File: config.mk
export PLATFORM = sky130hd
export DESIGN_NAME = pcm_playback_ctrl
export DESIGN_NICKNAME = d
export VERILOG_FILES = /design/src/rtl/pcm_pkg.sv /design/src/rtl/pcm_rate_timer.sv /design/src/rtl/pcm_playback_ctrl.sv
export SDC_FILE = /design/constraint.sdc
export NUM_CORES = 1
export LEC_CHECK = 0
export CAP_MARGIN = 20
export CORE_ASPECT_RATIO = 0.6
export CORE_MARGIN = 8
export CORE_UTILIZATION = 45
export CTS_CLUSTER_DIAMETER = 40
export DETAILED_ROUTE_END_ITERATION = 6
export MAX_ROUTING_LAYER = met4
export PLACE_DENSITY = 0.77
export SYNTH_ARGS = -nofsm -noshare
export SYNTH_HDL_FRONTEND = slang
export SYNTH_SLANG_ARGS = --single-unit
File: constraint.sdc
create_clock -name clk -period 2.9 [get_ports clk]
set_input_delay 0.58 -clock clk [delete_from_list [all_inputs] [get_ports clk]]
set_output_delay 0.58 -clock clk [all_outputs]
set_load 0.05 [all_outputs]
File: src/rtl/pcm_pkg.sv
// pcm_pkg: shared definitions for the PCM playback controller.
//   - pcm_state_e : playback sequencer states
//   - SAMPLE_W, CNT_W, RATE_W : default datapath widths
//   - MIN_DIV : smallest timer terminal count (minimum period = MIN_DIV+1 clocks)
//   - pcm_scale : signed volume scaling helper (volume build only)
// Optional feature macro: PCM_VOLUME_EN (adds the SCALE state and per-channel volume).
package pcm_pkg;

  localparam int SAMPLE_W = 16;
  localparam int CNT_W    = 10;
  localparam int RATE_W   = 16;

`ifdef PCM_VOLUME_EN
  // The extra SCALE stage pushes output latency out by one clock, so the
  // shortest legal period grows by one as well.
  localparam int MIN_DIV = 4;

  typedef enum logic [2:0] {
    IDLE  = 3'd0,
    WAIT  = 3'd1,
    POP   = 3'd2,
    LATCH = 3'd3,
    SCALE = 3'd4
  } pcm_state_e;

  // (sample * vol) >>> 8 with sample signed and vol unsigned 0..255.
  // The result always fits back into SAMPLE_W bits because vol < 256.
  function automatic logic [SAMPLE_W-1:0] pcm_scale(input logic [SAMPLE_W-1:0] sample,
                                                    input logic [7:0]          vol);
    logic signed [SAMPLE_W+8:0] prod;
    prod = $signed(sample) * $signed({1'b0, vol});
    return prod[SAMPLE_W+7:8];
  endfunction
`else
  localparam int MIN_DIV = 3;

  typedef enum logic [1:0] {
    IDLE  = 2'd0,
    WAIT  = 2'd1,
    POP   = 2'd2,
    LATCH = 2'd3
  } pcm_state_e;
`endif

endpackage

File: src/rtl/pcm_rate_timer.sv
// pcm_rate_timer: programmable sample-rate divider.
//   Counts 0..term while enable is high and raises tick (combinational) on the
//   terminal count, then reloads 0. Held at 0 while enable is low.
//   term = max(rate_div, MIN_DIV); a new rate_div is picked up only when the
//   counter wraps (or while disabled), so a change never restarts a period.
// Ports:
//   clk      in  1       system clock
//   reset    in  1       asynchronous, active-high
//   enable   in  1       run the divider
//   rate_div in  RATE_W  requested period minus one
//   tick     out 1       high during the terminal-count cycle
module pcm_rate_timer #(
  parameter int RATE_W = 16
) (
  input  logic              clk,
  input  logic              reset,
  input  logic              enable,
  input  logic [RATE_W-1:0] rate_div,
  output logic              tick
);
  import pcm_pkg::*;

  localparam logic [RATE_W-1:0] MIN_DIV_W = RATE_W'(MIN_DIV);

  logic [RATE_W-1:0] cnt_r;
  logic [RATE_W-1:0] term_r;
  logic [RATE_W-1:0] clamp_s;

  // Clamp short periods so a fetch always completes before the next tick.
  always_comb begin
    clamp_s = rate_div;
    if (rate_div < MIN_DIV_W) begin
      clamp_s = MIN_DIV_W;
    end else begin
      clamp_s = rate_div;
    end
  end

  assign tick = enable && (cnt_r == term_r);

  // Counter and latched terminal count; term only reloads at a wrap or while idle.
  always_ff @(posedge clk or posedge reset) begin
    if (reset) begin
      cnt_r  <= {RATE_W{1'b0}};
      term_r <= MIN_DIV_W;
    end else if (!enable) begin
      cnt_r  <= {RATE_W{1'b0}};
      term_r <= clamp_s;
    end else if (cnt_r == term_r) begin
      cnt_r  <= {RATE_W{1'b0}};
      term_r <= clamp_s;
    end else begin
      cnt_r  <= cnt_r + {{(RATE_W-1){1'b0}}, 1'b1};
    end
  end

endmodule

File: src/rtl/pcm_playback_ctrl.sv
// pcm_playback_ctrl: sequences playback from the PCM sample FIFO to the mixer.
//   A rate timer ticks once per sample period; on each tick one stereo word
//   (L=[31:16], R=[15:0]) is popped and held on pcm_l/pcm_r. A tick with the
//   FIFO empty flags underrun and drives silence. A low-water IRQ asks the CPU
//   to refill. Timing: tick T -> fifo_rd_en T+1 -> data T+2 -> outputs T+3.
// Optional feature macro: PCM_VOLUME_EN adds vol_l/vol_r and a SCALE stage
//   (outputs at T+4, minimum period 5 clocks).
// Ports:
//   clk, reset            clock, asynchronous active-high reset
//   enable                playback enable
//   rate_div              sample period minus one (clamped to MIN_DIV)
//   irq_thresh            low-water threshold (0 disables the IRQ)
//   irq_clear             pulse: clear irq_pending
//   underrun_clr          pulse: clear underrun
//   fifo_rddata           FIFO read data, valid the cycle after fifo_rd_en
//   fifo_empty            FIFO empty
//   fifo_count            FIFO occupancy
//   vol_l, vol_r          channel volume (PCM_VOLUME_EN only)
//   fifo_rd_en            registered 1-cycle pop request
//   pcm_l, pcm_r          signed samples to the mixer
//   sample_strobe         1-cycle pulse when pcm_l/pcm_r update
//   irq_pending           sticky low-water interrupt
//   underrun              sticky underrun flag
module pcm_playback_ctrl #(
  parameter int RATE_W   = 16,
  parameter int CNT_W    = 10,
  parameter int SAMPLE_W = 16
) (
  input  logic                  clk,
  input  logic                  reset,
  input  logic                  enable,
  input  logic [RATE_W-1:0]     rate_div,
  input  logic [CNT_W-1:0]      irq_thresh,
  input  logic                  irq_clear,
  input  logic                  underrun_clr,
  input  logic [2*SAMPLE_W-1:0] fifo_rddata,
  input  logic                  fifo_empty,
  input  logic [CNT_W-1:0]      fifo_count,
`ifdef PCM_VOLUME_EN
  input  logic [7:0]            vol_l,
  input  logic [7:0]            vol_r,
`endif
  output logic                  fifo_rd_en,
  output logic [SAMPLE_W-1:0]   pcm_l,
  output logic [SAMPLE_W-1:0]   pcm_r,
  output logic                  sample_strobe,
  output logic                  irq_pending,
  output logic                  underrun
);
  import pcm_pkg::*;

  pcm_state_e state_r;
  pcm_state_e state_s;

  logic                tick_s;
  logic                pop_req_s;
  logic                underrun_set_s;
  logic                irq_set_s;

  logic                rd_en_r;
  logic [SAMPLE_W-1:0] pcm_l_r;
  logic [SAMPLE_W-1:0] pcm_r_r;
  logic                strobe_r;
  logic                irq_r;
  logic                underrun_r;

`ifdef PCM_VOLUME_EN
  logic [SAMPLE_W-1:0] raw_l_r;
  logic [SAMPLE_W-1:0] raw_r_r;
`endif

  pcm_rate_timer #(
    .RATE_W (RATE_W)
  ) u_rate_timer (
    .clk      (clk),
    .reset    (reset),
    .enable   (enable),
    .rate_div (rate_div),
    .tick     (tick_s)
  );

  // Next-state logic; pop/underrun decisions use fifo_empty as seen at the tick.
  always_comb begin
    state_s        = state_r;
    pop_req_s      = 1'b0;
    underrun_set_s = 1'b0;
    case (state_r)
      IDLE: begin
        if (enable) begin
          state_s = WAIT;
        end else begin
          state_s = IDLE;
        end
      end
      WAIT: begin
        if (!enable) begin
          state_s = IDLE;
        end else if (tick_s && !fifo_empty) begin
          state_s   = POP;
          pop_req_s = 1'b1;
        end else if (tick_s) begin
          state_s        = WAIT;
          underrun_set_s = 1'b1;
        end else begin
          state_s = WAIT;
        end
      end
      // A pop in flight always completes so the word is never dropped.
      POP: begin
        state_s = LATCH;
      end
`ifdef PCM_VOLUME_EN
      LATCH: begin
        state_s = SCALE;
      end
      SCALE: begin
        if (enable) begin
          state_s = WAIT;
        end else begin
          state_s = IDLE;
        end
      end
`else
      LATCH: begin
        if (enable) begin
          state_s = WAIT;
        end else begin
          state_s = IDLE;
        end
      end
`endif
      default: begin
        state_s = IDLE;
      end
    endcase
  end

  // Sequencer state register.
  always_ff @(posedge clk or posedge reset) begin
    if (reset) begin
      state_r <= IDLE;
    end else begin
      state_r <= state_s;
    end
  end

  // Pop request and sample output registers.
  always_ff @(posedge clk or posedge reset) begin
    if (reset) begin
      rd_en_r  <= 1'b0;
      pcm_l_r  <= {SAMPLE_W{1'b0}};
      pcm_r_r  <= {SAMPLE_W{1'b0}};
      strobe_r <= 1'b0;
    end else begin
      rd_en_r  <= pop_req_s;
      strobe_r <= 1'b0;
      if (state_r == IDLE) begin
        pcm_l_r <= {SAMPLE_W{1'b0}};
        pcm_r_r <= {SAMPLE_W{1'b0}};
      end else if (underrun_set_s) begin
        pcm_l_r  <= {SAMPLE_W{1'b0}};
        pcm_r_r  <= {SAMPLE_W{1'b0}};
        strobe_r <= 1'b1;
`ifdef PCM_VOLUME_EN
      end else if (state_r == SCALE) begin
        pcm_l_r  <= pcm_scale(raw_l_r, vol_l);
        pcm_r_r  <= pcm_scale(raw_r_r, vol_r);
        strobe_r <= 1'b1;
`else
      end else if (state_r == LATCH) begin
        pcm_l_r  <= fifo_rddata[2*SAMPLE_W-1:SAMPLE_W];
        pcm_r_r  <= fifo_rddata[SAMPLE_W-1:0];
        strobe_r <= 1'b1;
`endif
      end else begin
        pcm_l_r <= pcm_l_r;
        pcm_r_r <= pcm_r_r;
      end
    end
  end

`ifdef PCM_VOLUME_EN
  // Raw word capture ahead of the scaling stage.
  always_ff @(posedge clk or posedge reset) begin
    if (reset) begin
      raw_l_r <= {SAMPLE_W{1'b0}};
      raw_r_r <= {SAMPLE_W{1'b0}};
    end else if (state_r == LATCH) begin
      raw_l_r <= fifo_rddata[2*SAMPLE_W-1:SAMPLE_W];
      raw_r_r <= fifo_rddata[SAMPLE_W-1:0];
    end else begin
      raw_l_r <= raw_l_r;
      raw_r_r <= raw_r_r;
    end
  end
`endif

  // Low-water condition; a zero threshold never fires.
  always_comb begin
    irq_set_s = 1'b0;
    if (enable && (irq_thresh != {CNT_W{1'b0}}) && (fifo_count < irq_thresh)) begin
      irq_set_s = 1'b1;
    end else begin
      irq_set_s = 1'b0;
    end
  end

  // Sticky flags; a set in the same cycle as a clear wins.
  always_ff @(posedge clk or posedge reset) begin
    if (reset) begin
      irq_r      <= 1'b0;
      underrun_r <= 1'b0;
    end else begin
      if (irq_set_s) begin
        irq_r <= 1'b1;
      end else if (irq_clear) begin
        irq_r <= 1'b0;
      end else begin
        irq_r <= irq_r;
      end
      if (underrun_set_s) begin
        underrun_r <= 1'b1;
      end else if (underrun_clr) begin
        underrun_r <= 1'b0;
      end else begin
        underrun_r <= underrun_r;
      end
    end
  end

  assign fifo_rd_en    = rd_en_r;
  assign pcm_l         = pcm_l_r;
  assign pcm_r         = pcm_r_r;
  assign sample_strobe = strobe_r;
  assign irq_pending   = irq_r;
  assign underrun      = underrun_r;

endmodule

==> flow_summary_export.csv, run 1 <==
group,metric,value,unit
outcome,status,"finished, final reports clean",
grt,grt_pass1_vias,2737,
yosys,syn-num-nets,358,
power,switching_power,0.551,mW
place,placed_area,0.00447,mm^2
yosys,yosysWarnings,0,
place,port_buffers,109,
die,dieArea,0.0103,mm^2
cts,postCtsHoldBufs,0,
layout,design_area,0.00484,mm^2
layout,fill_cells,548,
cts,clock-root-buffer,"clkbuf_16",
critical_path,critPathLaunch,"u_rate_timer.cnt_r[7]$_DFF_PP0_",
timing,hold_ws,504,ps
yosys,synth_area,0.00325,mm^2
timing,fin_worst_skew,3.51,ps
power,power_frac_comb,10.2,%
yosys,ys_seq_area_share,54.0,%
power,clockPowerShare,50.9,%
power,seq_power_share,38.9,%
grt,grt_max_degree,38,
detailed_routing,routed_wirelength,8910,um
die,num_rows,24,
timing,fin_crit,2330,ps
grt,grt_pass1_wl,14300,um
timing,setup_violations,0,
detailed_routing,vias,2561,
grt,grt-ovfl-total,0,
power,power.total,2.66,mW
layout,layout-drive-gt1-share,8.46,%
grt,track_usage,18.7,%
detailed_routing,drcViolationCount,0,
die,core,0.00712,mm^2
critical_path,critPathRequiredTime,3110,ps
detailed_routing,dr_wl_met2,3980,um
power,power.leakage,2.08,nW
yosys,ys_ff_latch,70,
layout,fin_nets,473,
yosys,async_flop_share,100,%
yosys,avgSynthCellArea,12.0,um^2
cts,cts.clk_slew.worst_paths,60,ps
timing,tightest_slew,744,ps
yosys,netlist_instances,270,
place,gp_congestion,0.818,
layout,areaGrowthSynthToFinish,49.0,%
die,die_w,126,um
detailed_routing,ant_nets,0,
cts,cts_resized,0,
layout,final_common_cell,"clkdlybuf4s50_1",
critical_path,end_kind,"flop",
grt,antenna_found_initial,0,
cts,clk_latency,330,ps
cts,cts_buffers,9,
detailed_routing,met3_length,528,um
detailed_routing,drt_iter0_drc,188,
die,die_h,81.8,um
cts,cts_tree,"built",
cts,h-tree-depth,3,
hold_path,hp-start,"pcm_r[5]$_DFFE_PP0P_",
detailed_routing,via_per_inst,5.32,
detailed_routing,wl_met1,4320,um
cts,post_cts_buffers,0,
yosys,synth_edf_count,0,
run,drv_cap,0,
cts,cts_buffer_depth,2,
critical_path,worstPathArrival,2540,ps
yosys,synth_ff_type,"dfrtp_1",
cts,clock-sinks,70,
detailed_routing,post_drt_wl_per_cell,18.5,um
timing,rsz0062_at_grt,"no",
critical_path,r2r_start,"u_rate_timer.cnt_r[7]$_DFF_PP0_",
layout,n_antenna_cell,0,
critical_path,critPathLaunchType,"flop",
die,io_pins,110,
layout,final_cell_mix,"clkdlybuf4s50_1 (109), dfrtp_1 (68), a22o_1 (32), xnor2_1 (24), nor2_1 (23)",
timing,max_freq,429,MHz
critical_path,path_class,"flop to flop",
timing,setup_tns,0,ps
detailed_routing,firstDrtPassIters,4,
power,vdd_drop_max,0.000308,V
hold_path,hold_class,"flop to flop",
timing,slew_violations,0,
power,intPower,2.11,mW
timing,fin_crit_sh,80.4,%
detailed_routing,top_layer,"met4",
place,dp_hpwl,6760,um
power,p_per_area,549,mW/mm^2
timing,hold_violations,0,
layout,finalNonFillerCells,481,
die,initial_core_util,45.6,%
critical_path,path_max_fanout,32,
timing,slew_headroom,50.3,%
yosys,synth.distinct_cells,35,
place,dpl.cell_count,465,
power,switching_share,20.7,%
-- cell usage after synthesis, types with 5 or more instances --
cell type,instances,area share (%)
a21oi_1,5,0.77
a22o_1,32,8.6
buf_2,7,1.1
dfrtp_1,68,52
ha_1,14,5.4
inv_1,18,2.1
mux2_1,9,3.1
mux2_2,5,1.7
nand2_1,5,0.58
nand3_1,7,1.1
nand4_1,6,1.2
nor2_1,23,2.7
nor4_1,6,1.2
o21ai_0,7,1.1
xnor2_1,24,6.5
xor2_1,5,1.3
-- through the flow --
step | utilization (%) | worst slack (ps)
2_1_floorplan | - | 555
3_5_place_dp | 62.8 | 524
5_1_grt | 68.0 | 456
6_report | 68.0 | 570
3_3_place_gp | 62.8 | 579
4_1_cts | 68.0 | 547
-- power groups by stage --
stage / registers, mW / logic (mW) / clock network (mW)
3_5_place_dp: 1.05 / 0.272 / 0
3_3_place_gp: 1.05 / 0.265 / 0
2_1_floorplan: 1.05 / 0.117 / 0
5_1_grt: 1.04 / 0.296 / 1.43
6_report: 1.03 / 0.271 / 1.35
4_1_cts: 1.03 / 0.274 / 1.38
-- sequential cells by signal (all words and copies together), names as in the netlist --
register and count:
pcm_l 16, pcm_r 16, u_rate_timer.cnt_r 16, u_rate_timer.term_r 16, state_r 2, fifo_rd_en 1, irq_pending 1, sample_strobe 1
underrun 1
-- logic make-up after synthesis --
logic type,after synthesis,share of synthesized area (%)
fa+ha+maj,14,5.39
buf+inv,27,3.62
simple gates,63,10.6
compound gates,53,13.7
flops,70,54.0
xor+xnor,29,7.82
mux,14,4.85
-- worst paths after layout --
path,to,slack (ps),depth (start not counted)
max,pcm_r[7]$_DFFE_PP0P_,570,6
max reg2reg,pcm_r[7]$_DFFE_PP0P_,570,6
min in group asynchronous,pcm_r[8]$_DFFE_PP0P_,700,2
min,pcm_r[5]$_DFFE_PP0P_,500,1
max in group asynchronous,state_r[0]$_DFF_PP0_,1550,3
min reg2reg,pcm_r[5]$_DFFE_PP0P_,500,1
-- critical path, cell delays in order (launching register included) --
cell and delay, ps:
dfrtp_1 460, xnor2_1 300, nand4_2 220, nor4_4 530
a311oi_4 150, buf_4 270, a22o_1 280
-- per-layer routing --
layer	GRT usage (%)	up-vias
met5	-	-
met3	6.03	7
met4	5.19	0
met1	24.4	1264
met2	27.3	91
li1	-	1199
-- final cells by class --
class                   count  area, um^2  area share (%)
repair buffers            113        1130            23.4
clock inverters             6         133            2.74
clock buffers              10         239            4.94
inverters                  18        67.6            1.40
multi-input cells         173        1400            28.9
well taps                  91         114            2.35
flip-flops and latches     70        1750            36.2
No activity file was read; power rests on OpenSTA's default activity.
==> run 2, diff against run 1 <==
Settings changed: CORE_UTILIZATION 45 to 41, PLACE_DENSITY 0.77 to 0.74.
Clock period 2.9 ns to 2.05 ns, I/O delays scaled along.
==> flow_summary_export.csv, run 2 (synthesis gave the netlist of run 1 again) <==
group,metric,value,unit
outcome,status,"finished with violations",
outcome,violations,"setup timing",
layout,layout-drive-gt1-share,17.1,%
cts,clk_latency,330,ps
detailed_routing,drt_iter0_drc,173,
cts,clock-sinks,70,
hold_path,hold_class,"input port to async pin",
die,core,0.00779,mm^2
layout,post-route-util,65.9,%
layout,final_cell_mix,"clkdlybuf4s50_1 (109), dfrtp_1 (68), a22o_1 (32), nor2_1 (23), buf_4 (22)",
grt,grt_pass1_vias,2788,
critical_path,path_max_fanout,5,
layout,n_antenna_cell,0,
critical_path,r2r_start,"u_rate_timer.term_r[0]$_DFFE_PP1P_",
timing,max_freq,485,MHz
timing,slew_headroom,63.2,%
cts,cts_buffers,9,
layout,fin_nets,499,
power,p_per_area,675,mW/mm^2
grt,grt_pass1_wl,14300,um
place,gp_congestion,0.846,
grt,antenna_found_initial,0,
grt,track_usage,17.0,%
layout,areaGrowthSynthToFinish,58.0,%
cts,cts_tree,"built",
die,dieArea,0.0111,mm^2
power,vdd_drop_max,0.000377,V
critical_path,critPathLaunchType,"flop",
run,drv_cap,0,
power,seq_power_share,42.3,%
detailed_routing,ant_nets,0,
detailed_routing,post_drt_wl_per_cell,17.5,um
grt,grt_max_degree,33,
layout,finalNonFillerCells,524,
power,clockPowerShare,44.6,%
timing,slew_violations,0,
die,io_pins,110,
power,power_frac_comb,13.1,%
detailed_routing,routed_wirelength,9190,um
place,dp_hpwl,7070,um
timing,tightest_slew,550,ps
cts,cts.clk_slew.worst_paths,60,ps
cts,h-tree-depth,3,
timing,hold_violations,0,
timing,fin_crit,2060,ps
timing,setup_tns,-24.7,ps
die,die_w,131,um
die,num_rows,25,
critical_path,end_kind,"flop",
timing,rsz0062_at_grt,"yes",
timing,setup_ws,-10.7,ps
grt,grt-ovfl-total,0,
timing,fin_crit_sh,101,%
detailed_routing,via_per_inst,5.04,
die,die_h,84.9,um
critical_path,critPathRequiredTime,2260,ps
power,intPower,2.64,mW
critical_path,critPathLaunch,"u_rate_timer.term_r[0]$_DFFE_PP1P_",
power,power.leakage,2.26,nW
layout,final_common_cell,"clkdlybuf4s50_1",
cts,cts_buffer_depth,2,
die,initial_core_util,41.7,%
place,dpl.cell_count,499,
power,switching_power,0.823,mW
detailed_routing,vias,2639,
detailed_routing,firstDrtPassIters,4,
timing,fin_worst_skew,8.66,ps
critical_path,path_class,"flop to flop",
layout,fill_cells,594,
cts,clock-root-buffer,"clkbuf_16",
detailed_routing,drcViolationCount,0,
place,port_buffers,109,
power,switching_share,23.7,%
cts,postCtsHoldBufs,0,
timing,setup_violations,4,
critical_path,worstPathArrival,2270,ps
-- run 2: power by group through the flow --
| stage | Clock, mW | Sequential (mW) | Combinational (mW) |
|---|---|---|---|
| after global routing | 1.63 | 1.47 | 0.492 |
| after CTS | 1.58 | 1.46 | 0.421 |
| final | 1.54 | 1.47 | 0.455 |
| after detailed placement | 0 | 1.48 | 0.415 |
| after floorplan | 0 | 1.49 | 0.165 |
| after global placement | 0 | 1.48 | 0.406 |
-- run 2: path summary, 6_finish.rpt --
| check | endpoint | slack, ps | depth (start not counted) |
|---|---|---|---|
| max | u_rate_timer.term_r[9]$_DFFE_PP0P_ | -10 | 7 |
| min in group clk | pcm_r[15]$_DFFE_PP0P_ | 500 | 1 |
| max in group asynchronous | u_rate_timer.term_r[5]$_DFFE_PP0P_ | 1110 | 3 |
| min | u_rate_timer.cnt_r[10]$_DFF_PP0_ | 460 | 2 |
| max reg2reg | u_rate_timer.term_r[9]$_DFFE_PP0P_ | -10 | 7 |
| min reg2reg | pcm_r[15]$_DFFE_PP0P_ | 500 | 1 |
-- run 2: layout make-up --
type | count | area (um^2) | share of cell area, %
Timing Repair Buffer | 139 | 1380 | 26.9
Sequential cell | 70 | 1750 | 34.2
Tap cell | 108 | 135 | 2.63
Clock inverter | 6 | 68.8 | 1.34
Inverter | 18 | 71.3 | 1.39
Multi-Input combinational cell | 173 | 1490 | 29.1
Clock buffer | 10 | 229 | 4.46
-- run 2: metal layers --
layer  vias up  share of wire [%]  GRT usage [%]
met5         -                  0              -
met4         0               0.69           4.77
met3         4                6.9           4.01
met2        94                 43           23.8
met1      1284                 50           23.8
li1       1257                  -              -
-- run 2: what timing repair did --
action | CTS | global route
buffers inserted | 1 | 7
setup endpoints to repair | 37 | 47
gates resized for setup | 2 | 20
cloned | 0 | 1
hold endpoints to repair | 0 | 0
pin swaps | 6 | 5
-- run 2: critical path, cell delays in order, from the launching register on --
cell and delay (ps):
dfstp_2 550, xnor2_2 120, nand4_1 210, buf_4 210, o41ai_4 190, buf_4 200
buf_6 140, mux2_1 330
-- run 2: metrics by stage --
| stage | area (um^2) | setup WS (ps) | hold slack [ps] | power, mW |
|---|---|---|---|---|
| 2_1_floorplan | 3250 | 2.12 | 476 | 1.65 |
| 3_3_place_gp | 4660 | -29.1 | 487 | 1.89 |
| 3_5_place_dp | 4660 | -65.3 | 490 | 1.90 |
| 4_1_cts | 4970 | 6.57 | 465 | 3.46 |
| 5_1_grt | 5130 | -74.5 | 489 | 3.59 |
| 6_report | 5130 | -10.7 | 457 | 3.47 |
==> run 3, diff against run 2 <==
Settings changed: CTS_CLUSTER_SIZE set to 24.
==> results of run 3 <==
Final layout, timing and power as in run 2 (identical DEF).
==> patch: new RTL, config.mk and constraints of run 3 <==
`CNT_W` is set to 10 in 2 places; all go to 5.
--- a/src/rtl/pcm_pkg.sv
+++ b/src/rtl/pcm_pkg.sv
@@ -8,5 +8,5 @@
 
   localparam int SAMPLE_W = 16;
-  localparam int CNT_W    = 10;
+  localparam int CNT_W    = 5;
   localparam int RATE_W   = 16;
 
--- a/src/rtl/pcm_playback_ctrl.sv
+++ b/src/rtl/pcm_playback_ctrl.sv
@@ -24,5 +24,5 @@
 module pcm_playback_ctrl #(
   parameter int RATE_W   = 16,
-  parameter int CNT_W    = 10,
+  parameter int CNT_W    = 5,
   parameter int SAMPLE_W = 16
 ) (
Ports: changed (resized fifo_count and irq_thresh); port bits go from 110 to 100. No check against the original RTL was run, so the function may have changed too.
==> patch against run 3 <==
  * Core utilization is 2.3 points lower
  * Highest routed layer unchanged
  * Power is 3.4% higher
  * Area after synthesis is 0.35% higher
  * Synthesized cell count grew 4.8%
  * Routed wire length is 9.1% lower
  * Sequential cell count stayed put
  * Clock skew is 0.0018 ns lower
  * Largest power group unchanged
  * Worst setup slack improved by 0.029 ns
  * Cell area fell by 3.5%
  * Via count shrank 4.9%
  * Non-clock buffer count fell by 20
==> patch: results (changes against run 3) <==
placed_area_mm2: 0.00454  # -2.6%
nFillCells: 612  # +3.0%
power_uw: 3580  # +3.4%
drive_above_1_share_pct: 14.5  # -2.6 points
outcome: "complete, no violations"
utilization_pct: 63.6  # -2.3 points
critPathArrivalTime_ns: 2.24  # -0.03 ns
crit_slowest_cell: "dfrtp_1"
met3_usage_pct: 5.90  # +1.9 points
wl_met3_um: 505  # -20%
multi_input_area_share_pct: 29.6  # +0.53 points
num-nonclk-inverters: 14  # -4
finalClockSkew_ns: 0.00683  # -0.00183 ns
vdd_drop_max_mv: 0.384  # +2.0%
buf_share_pct: 24.3  # -2.6 points
grt_use_met1_pct: 21.6  # -2.2 points
slowest_delay_ns: 0.39  # -0.16 ns
yosysSeqAreaShare_pct: 53.8  # -0.19 points
m1WireLength_um: 4290  # -5.8%
avgSynthCellArea_um2: 11.5  # -4.3%
instances_no_fill: 515  # -1.7%
grt_pass1_vias: 2711  # -2.8%
tightest_slew_ns: 0.532  # -0.0183 ns
gp_congestion: 0.835  # -1.3%
dpl_worst_slack_ns: -0.0734  # -0.00813 ns
clock_tree_area_fraction_pct: 6.80  # +0.99 points
nNetsFinal: 476  # -4.6%
worst_hold_slack_ns: 0.440  # -0.0166 ns
path_max_fanout: 27  # +22
drtIter0Drc: 159  # -8.1%
wl_met2_um: 3500  # -11%
powerClk_uw: 1740  # +13%
synth_nets: 356  # -0.56%
p_sw_uw: 747  # -9.2%
dr_total_vias: 2511  # -4.9%
synthTopCellsByArea: "dfrtp_1 (52%), mux2i_1 (9.8%), xnor2_1 (6.2%)"
dp_hpwl_um: 6420  # -9.2%
synth_common_cells: "dfrtp_1 (68), nor2_1 (53), mux2i_1 (32), xnor2_1 (23)"
r2r_start: "u_rate_timer.term_r[8]"
cp_top_family: "buffers and inverters"
p_comb_share_pct: 10.7  # -2.4 points
globalRouteMet2Util_pct: 22.0  # -1.8 points
ys_types: 34  # -2.9%
post_cts_resized: 0  # -2
r2r_cells: 6  # -1
nClkBuffers: 9  # -1
fmax_mhz: 492  # +1.4%
grtUsageTotal_pct: 15.9  # -1.1 points
buffers: 119  # -14%
rrSetupSlack_ns: 0.02  # +0.03 ns
num-multi-input-gates: 189  # +9.2%
p_leak_uw: 0.00210  # -7.0%
routedWlPerCell_um: 16.2  # -7.5%
patch: cell types whose count changed in the layout (fill, tap and decap cells not counted), moves of 5 or more:
cell             change
xnor2_1              +5
mux2_1               -5
mux2i_1             +32
a22o_1              -32
clkdlybuf4s50_1     -10
mux2_4               +5
ha_1                 -6
nor2_1              +30
o21ai_0              -5
xnor2_2              -6
buf_4                -7
patch: worst paths after layout:
check,endpoint
worst min register to register,underrun
min in group clk,underrun
worst max register to register,u_rate_timer.term_r[8]
worst max-delay path,u_rate_timer.term_r[8]
max in group asynchronous,u_rate_timer.term_r[0]
worst min-delay path,u_rate_timer.cnt_r[11]
patch: logic make-up (layout without fill, tap and decap cells):
| logic type | after synthesis | in the layout | share of synthesized area [%] |
|---|---|---|---|
| simple gates | 90 | 90 | 12.8 |
| mux | 46 | 46 | 14.7 |
| buf+inv | 24 | 148 | 3.72 |
| compound gates | 15 | 15 | 3.76 |
| flops | 70 | 70 | 53.8 |
| fa+ha+maj | 9 | 9 | 3.45 |
| xor+xnor | 29 | 29 | 7.79 |
